$ cat src/rtl/multicycle_ctrl_if.sv
// Memory and IR port of the multi-cycle controller.
// master = controller side, slave = memory side.
interface multicycle_ctrl_if;
    logic memread;
    logic memwrite;
    logic iord;
    logic irwrite;
    logic memsize;
    logic mem_ready;

    modport master (
        output memread, memwrite, iord,
        output irwrite, memsize,
        input  mem_ready
    );

    modport slave (
        input  memread, memwrite, iord,
        input  irwrite, memsize,
        output mem_ready
    );
endinterface

$ cat src/rtl/multicycle_ctrl.sv
// Multi-cycle MIPS control FSM with memory-ready
// handshake, bus timeout and trap state.
module multicycle_ctrl #(
    parameter int TIMEOUT_W     = 4,
    parameter int TIMEOUT       = 15,
    parameter int MEM_HANDSHAKE = 1
) (
    input  logic              clk,
    input  logic              rst,
    multicycle_ctrl_if.master mem,
    input  logic [5:0]        op_i,
    input  logic              zero_i,
    output logic              alusrca_o,
    output logic [2:0]        alusrcb_o,
    output logic [1:0]        aluop_o,
    output logic [1:0]        pcsource_o,
    output logic              regwrite_o,
    output logic              regdst_o,
    output logic              memtoreg_o,
    output logic              link_o,
    output logic              bne_o,
    output logic              j_o,
    output logic              pcen_o,
    output logic              trap_o,
    output logic [1:0]        cause_o
);
    localparam logic [5:0] OP_R    = 6'b000000;
    localparam logic [5:0] OP_J    = 6'b000010;
    localparam logic [5:0] OP_JAL  = 6'b000011;
    localparam logic [5:0] OP_BEQ  = 6'b000100;
    localparam logic [5:0] OP_BNE  = 6'b000101;
    localparam logic [5:0] OP_ADDI = 6'b001000;
    localparam logic [5:0] OP_ANDI = 6'b001100;
    localparam logic [5:0] OP_ORI  = 6'b001101;
    localparam logic [5:0] OP_LB   = 6'b100000;
    localparam logic [5:0] OP_LW   = 6'b100011;
    localparam logic [5:0] OP_SB   = 6'b101000;
    localparam logic [5:0] OP_SW   = 6'b101011;

    localparam logic [1:0] CAUSE_ILL = 2'b01;
    localparam logic [1:0] CAUSE_BUS = 2'b10;

    localparam logic [TIMEOUT_W-1:0] TMO =
        TIMEOUT_W'(TIMEOUT);

    typedef enum logic [3:0] {
        FETCH, DECODE, MEMADR, MEMRD, MEMWB,
        MEMWR, RTEX, RTWB, IMMEX, IMMWB,
        BEQEX, BNEEX, JEX, JALEX, TRAP
    } state_e;

    state_e               state_q, state_d;
    logic [TIMEOUT_W-1:0] cnt_q, cnt_d;
    logic [1:0]           cause_q, cause_d;

    logic       rdy;
    logic       wait_st;
    logic       memread, memwrite, iord;
    logic       irwrite, memsize, alusrca;
    logic [2:0] alusrcb;
    logic [1:0] aluop, pcsource;
    logic       regwrite, regdst, memtoreg;
    logic       link, bne, jmp;
    logic       pcwrite, pcwr_eq, pcwr_ne;

    assign rdy = (MEM_HANDSHAKE == 0) ? 1'b1
                                      : mem.mem_ready;

    assign wait_st = (state_q == FETCH) ||
                     (state_q == MEMRD) ||
                     (state_q == MEMWR);

    always_comb begin
        state_d  = state_q;
        cnt_d    = '0;
        cause_d  = cause_q;
        memread  = 1'b0;
        memwrite = 1'b0;
        iord     = 1'b0;
        irwrite  = 1'b0;
        memsize  = 1'b0;
        alusrca  = 1'b0;
        alusrcb  = 3'b000;
        aluop    = 2'b00;
        pcsource = 2'b00;
        regwrite = 1'b0;
        regdst   = 1'b0;
        memtoreg = 1'b0;
        link     = 1'b0;
        bne      = 1'b0;
        jmp      = 1'b0;
        pcwrite  = 1'b0;
        pcwr_eq  = 1'b0;
        pcwr_ne  = 1'b0;
        unique case (state_q)
            FETCH: begin
                memread = 1'b1;
                alusrcb = 3'b001;
                memsize = 1'b1;
                if (rdy) begin
                    irwrite = 1'b1;
                    pcwrite = 1'b1;
                    state_d = DECODE;
                end
            end
            DECODE: begin
                alusrcb = 3'b011;
                case (op_i)
                    OP_R:    state_d = RTEX;
                    OP_ADDI: state_d = IMMEX;
                    OP_ANDI: state_d = IMMEX;
                    OP_ORI:  state_d = IMMEX;
                    OP_LB:   state_d = MEMADR;
                    OP_LW:   state_d = MEMADR;
                    OP_SB:   state_d = MEMADR;
                    OP_SW:   state_d = MEMADR;
                    OP_BEQ:  state_d = BEQEX;
                    OP_BNE:  state_d = BNEEX;
                    OP_J:    state_d = JEX;
                    OP_JAL:  state_d = JALEX;
                    default: begin
                        state_d = TRAP;
                        cause_d = CAUSE_ILL;
                    end
                endcase
            end
            MEMADR: begin
                alusrca = 1'b1;
                alusrcb = 3'b010;
                // op[3] separates stores from loads
                state_d = op_i[3] ? MEMWR : MEMRD;
            end
            MEMRD: begin
                memread = 1'b1;
                iord    = 1'b1;
                memsize = op_i[1];
                if (rdy) state_d = MEMWB;
            end
            MEMWB: begin
                regwrite = 1'b1;
                memtoreg = 1'b1;
                memsize  = op_i[1];
                state_d  = FETCH;
            end
            MEMWR: begin
                memwrite = 1'b1;
                iord     = 1'b1;
                memsize  = op_i[1];
                if (rdy) state_d = FETCH;
            end
            RTEX: begin
                alusrca = 1'b1;
                aluop   = 2'b10;
                state_d = RTWB;
            end
            RTWB: begin
                regwrite = 1'b1;
                regdst   = 1'b1;
                state_d  = FETCH;
            end
            IMMEX: begin
                alusrca = 1'b1;
                if (op_i == OP_ADDI) begin
                    alusrcb = 3'b010;
                end else begin
                    alusrcb = 3'b100;
                    aluop   = 2'b11;
                end
                state_d = IMMWB;
            end
            IMMWB: begin
                regwrite = 1'b1;
                state_d  = FETCH;
            end
            BEQEX: begin
                alusrca  = 1'b1;
                aluop    = 2'b01;
                pcsource = 2'b01;
                pcwr_eq  = 1'b1;
                state_d  = FETCH;
            end
            BNEEX: begin
                alusrca  = 1'b1;
                aluop    = 2'b01;
                pcsource = 2'b01;
                pcwr_ne  = 1'b1;
                bne      = 1'b1;
                state_d  = FETCH;
            end
            JEX: begin
                pcsource = 2'b10;
                pcwrite  = 1'b1;
                jmp      = 1'b1;
                state_d  = FETCH;
            end
            JALEX: begin
                pcsource = 2'b10;
                pcwrite  = 1'b1;
                jmp      = 1'b1;
                regwrite = 1'b1;
                link     = 1'b1;
                state_d  = FETCH;
            end
            TRAP: begin
                state_d = TRAP;
            end
            default: begin
                state_d = FETCH;
            end
        endcase
        // ready on the limit cycle still wins
        if (wait_st && !rdy) begin
            if (cnt_q == TMO) begin
                state_d = TRAP;
                cause_d = CAUSE_BUS;
            end else begin
                cnt_d = cnt_q + 1'b1;
            end
        end
    end

    always_ff @(posedge clk) begin
        if (!rst) begin
            state_q <= FETCH;
            cnt_q   <= '0;
            cause_q <= 2'b00;
        end else begin
            state_q <= state_d;
            cnt_q   <= cnt_d;
            cause_q <= cause_d;
        end
    end

    assign mem.memread  = rst & memread;
    assign mem.memwrite = rst & memwrite;
    assign mem.iord     = rst & iord;
    assign mem.irwrite  = rst & irwrite;
    assign mem.memsize  = rst & memsize;

    assign alusrca_o  = rst & alusrca;
    assign alusrcb_o  = {3{rst}} & alusrcb;
    assign aluop_o    = {2{rst}} & aluop;
    assign pcsource_o = {2{rst}} & pcsource;
    assign regwrite_o = rst & regwrite;
    assign regdst_o   = rst & regdst;
    assign memtoreg_o = rst & memtoreg;
    assign link_o     = rst & link;
    assign bne_o      = rst & bne;
    assign j_o        = rst & jmp;
    assign trap_o     = rst & (state_q == TRAP);
    assign cause_o    = {2{rst}} & cause_q;

    assign pcen_o = rst & (pcwrite |
                           (pcwr_eq & zero_i) |
                           (pcwr_ne & ~zero_i));
endmodule
$ cat src/flat_wrapper.sv
// flat-port wrapper written by rule: the top's interface ports become plain ports
module multicycle_ctrl_flat 
#(
    parameter int TIMEOUT_W     = 4,
    parameter int TIMEOUT       = 15,
    parameter int MEM_HANDSHAKE = 1
)
  (clk, rst, op_i, zero_i, alusrca_o, alusrcb_o, aluop_o, pcsource_o, regwrite_o, regdst_o, memtoreg_o, link_o, bne_o, j_o, pcen_o, trap_o, cause_o, mem_memread, mem_memwrite, mem_iord, mem_irwrite, mem_memsize, mem_mem_ready);
  multicycle_ctrl_if mem_i ();
  input  logic clk;
  input  logic rst;
  input  logic [5:0] op_i;
  input  logic zero_i;
  output logic alusrca_o;
  output logic [2:0] alusrcb_o;
  output logic [1:0] aluop_o;
  output logic [1:0] pcsource_o;
  output logic regwrite_o;
  output logic regdst_o;
  output logic memtoreg_o;
  output logic link_o;
  output logic bne_o;
  output logic j_o;
  output logic pcen_o;
  output logic trap_o;
  output logic [1:0] cause_o;
  output wire logic [$bits(mem_i.memread)-1:0] mem_memread;
  output wire logic [$bits(mem_i.memwrite)-1:0] mem_memwrite;
  output wire logic [$bits(mem_i.iord)-1:0] mem_iord;
  output wire logic [$bits(mem_i.irwrite)-1:0] mem_irwrite;
  output wire logic [$bits(mem_i.memsize)-1:0] mem_memsize;
  input wire logic [$bits(mem_i.mem_ready)-1:0] mem_mem_ready;
  assign mem_memread = mem_i.memread;
  assign mem_memwrite = mem_i.memwrite;
  assign mem_iord = mem_i.iord;
  assign mem_irwrite = mem_i.irwrite;
  assign mem_memsize = mem_i.memsize;
  assign mem_i.mem_ready = mem_mem_ready;
  multicycle_ctrl #(.TIMEOUT_W(TIMEOUT_W), .TIMEOUT(TIMEOUT), .MEM_HANDSHAKE(MEM_HANDSHAKE)) u_core (.clk(clk), .rst(rst), .mem(mem_i), .op_i(op_i), .zero_i(zero_i), .alusrca_o(alusrca_o), .alusrcb_o(alusrcb_o), .aluop_o(aluop_o), .pcsource_o(pcsource_o), .regwrite_o(regwrite_o), .regdst_o(regdst_o), .memtoreg_o(memtoreg_o), .link_o(link_o), .bne_o(bne_o), .j_o(j_o), .pcen_o(pcen_o), .trap_o(trap_o), .cause_o(cause_o));
endmodule
$ cat config.mk
export PLATFORM = sky130hd
export DESIGN_NAME = multicycle_ctrl_flat
export DESIGN_NICKNAME = d
export VERILOG_FILES = /design/src/rtl/multicycle_ctrl_if.sv /design/src/rtl/multicycle_ctrl.sv /design/src/flat_wrapper.sv
export SDC_FILE = /design/constraint.sdc
export NUM_CORES = 1
export LEC_CHECK = 0
export ABC_CLOCK_PERIOD_IN_PS = 1400
export CAP_MARGIN = 20
export CORE_MARGIN = 8
export CORE_UTILIZATION = 35
export CTS_BUF_LIST = sky130_fd_sc_hd__clkbuf_8
export CTS_CLUSTER_SIZE = 20
export DETAILED_ROUTE_END_ITERATION = 12
export GPL_ROUTABILITY_DRIVEN = 0
export PLACE_DENSITY = 0.65
export SLEW_MARGIN = 25
export SYNTH_ARGS = -nofsm -noshare
export SYNTH_HDL_FRONTEND = slang
export SYNTH_SLANG_ARGS = --single-unit
export TNS_END_PERCENT = 100
$ cat constraint.sdc
create_clock -name clk -period 1.4 [get_ports clk]
set_input_delay 0.21 -clock clk [delete_from_list [all_inputs] [get_ports clk]]
set_output_delay 0.21 -clock clk [all_outputs]
set_load 0.02 [all_outputs]
==> flow_summary.yaml <==
status:
  outcome: "finished, violations left"
  violations: "setup timing"
grt:
  grtUsageMet2: 0.304
  grt_use_met3: 0.0460
  grt_overflow: 0
  antenna_found_initial: 0
  grt.total_usage: 0.155
  grt_pass1_wl_um: 6480
  grt_busiest_layer: "met2"
  grt_pass1_vias: 1470
  grt_start_max_net_pins: 11
  met1_usage: 0.147
timing:
  tns_ps: -4310
  max-slew-margin-rel: 0.767
  tightest_slew_ps: 346
  hold_ws_ps: 446
  layout_min_cycle_time_ps: 1630
  finalCritPeriodShare: 1.17
  max_freq_mhz: 612
  hold_viol: 0
  setup_viol: 29
  rsz0062_at_grt: "true"
  fin_skew_ps: 1.01
  slew_viol_final: 0
  timing.final.ws_setup_ps: -235
worst_setup_path:
  worstPathMaxFanout: 8
  path_buf_inv: 1
  r2r-end: "u_core.state_q[2]"
  setup.worst_path.start_class: "flop"
  cp-end-kind: "flop"
  worst-setup-path-type: "flop to flop"
  crit_family: "simple AND/OR/NAND/NOR gates"
  reg2reg_from: "u_core.state_q[1]"
  cpPeakStageDelay_ps: 380
  cp_data_required_time_ps: 1560
  reg2reg_depth: 6
  critPathSlowestCell: "dfxtp_4"
  r2r_setup_slack_ps: -230
  cp_cell_sequence: "buf_6 -> or3_4 -> a21bo_1 -> and3_4 -> nand4_1 -> o21ai_1"
  arrival_ps: 1790
synthesis:
  postSynthAreaPerCell_sq_um: 7.47
  netlist_top_cells_area: "dfxtp_1, nor2_1, clkbuf_8, nand2_1, a21oi_1"
  synth_edf_count: 0
  syn-cell-area_sq_um: 1080
  yosysTopAreaCell: "dfxtp_1"
  synth_cell_types: 50
  synth_nets: 155
  postSynthCellCount: 144
  synth_ff_type: "dfxtp_1"
  ys_ff_latch: 10
  synth.top_cell.area_share: 0.186
  synth.area.mux_share: 0.00930
  synthSimpleGateAreaFrac: 0.423
  synth-adder-area-share: 0.0116
  synth_top_family_by_area: "simple AND/OR/NAND/NOR gates"
  synthArstFlopShare: 0
  ys_seq_area_frac: 0.186
  yosys_warnings: 0
  yosys.area_share.xor_xnor: 0.0558
  synth_compound_area_frac: 0.205
clock_tree:
  cts_root_buffer: "clkbuf_8"
  clkTransAtPathRegs_ps: 40
  cts_buffer_depth: 2
  clock-sinks: 10
  cts.hold.buffers_added: 0
  insertion_delay_ps: 240
  cts_tree: "built"
  numCtsBuffers: 3
  htreeDepth: 1
cells_and_area:
  final_layout_size_suffix_gt1_frac: 0.582
  final_cell_count_no_fill: 258
  final_util: 0.694
  mostFrequentLayoutCell: "buf_4"
  diodes: 0
  final_cell_area_sq_um: 2070
  syn_to_final_growth_pct: 92.1
  most-common-layout-cells: "buf_4, buf_6, nor2_1"
  n_fill_cell: 230
  final_nets: 238
place:
  hpwl_um: 2810
  port_buffers: 32
  placed_area_sq_um: 1720
  dpl_worst_slack_ps: -1060
  dp_cells: 242
power:
  power.density_nw_per_um2: 1820
  power.leakage_nw: 0.974
  peakVddDrop_uv: 916
  p_total_mw: 3.77
route:
  vias: 1370
  post-route-drc-count: 0
  drt_iter0_markers: 43
  wirelength_um: 4090
  ant_nets: 0
  wire_per_inst_um: 15.8
  dr.pass1.iters: 4
  avgViaCountPerCell: 5.31
worst_hold_path:
  worstHoldPathCells: 1
  hold_class: "flop to flop"
  hp-start: "u_core.cnt_q[0]"
  hold-path-endpoint: "u_core.cnt_q[0]"
die:
  core_sq_um: 2980
  die_w_um: 71.4
  pin_count: 33
  core.rowCount: 20
  die-area_sq_um: 5100
  dieHeight_um: 71.4
  initial_core_util: 0.361
job:
  maxCapViolations: 0
==> cell usage after synthesis, types with 2 or more instances <==
cell type and number:
a21oi_1 8, nor2_1 25, and3_1 4, o21ai_0 7
and2b_1 2, inv_1 4, xor2_1 4, dfxtp_1 10
buf_6 2, a2111oi_2 2, clkbuf_8 5, nand3_1 2
nor3b_1 2, o21ai_1 2, and2_1 6, nor4_1 2
nand2b_1 2, nor3_1 5, nor2b_1 4, nand2_1 13
a211oi_1 2, or3_1 3
==> flip-flops by register name, summed over array words and instances, names as in the netlist <==
| name | flops |
|---|---|
| u_core.cnt_q | 4 |
| u_core.state_q | 4 |
| u_core.cause_q | 2 |
==> what timing repair did <==
item                       in CTS  in global routing
gates resized for setup       166                 44
buffers inserted                9                  4
pin swaps                      19                 20
setup endpoints to repair      33                 32
==> metal layers <==
metal  routed length, um  vias up
li1                    -      677
met1                1580      632
met2                2110       48
met3                 281       13
met4                 112        0
met5                   0        -
==> where the power goes <==
part	total, mW	switching [mW]	internal (mW)
sequential	0.554	0.161	0.393
combinational	2.92	1.35	1.56
clock	0.293	0.105	0.187
==> cell type report <==
class,count,area [sq um],share of cell area
Inverter,4,15.0,0.00726
Multi-Input combinational cell,121,1010,0.490
Sequential cell,10,215,0.104
Tap cell,33,41.3,0.0200
Timing Repair Buffer,87,741,0.358
Clock buffer,3,41.3,0.0200
==> cells by family (layout without fill, tap and decap cells) <==
family	count (synthesis)	in the layout
AOI/OAI and AO/OA	31	31
xor gates and xnor gates	6	6
adders and majority gates	1	1
buffers and inverters	13	94
DFF	10	10
muxes	1	1
and+or+nand+nor	82	82
==> how the worst max path moves through the flow <==
stage	startpoint	endpoint	depth (start not counted)
after global routing	u_core.state_q[1]	u_core.state_q[2]	7
final	u_core.state_q[1]	u_core.state_q[2]	6
after CTS	u_core.state_q[3]	pcen_o	6
after global placement	op_i[5]	alusrcb_o[1]	6
after detailed placement	op_i[5]	alusrcb_o[1]	6
after floorplan	u_core.state_q[2]	pcen_o	5
No activity file was read; power rests on OpenSTA's default activity.
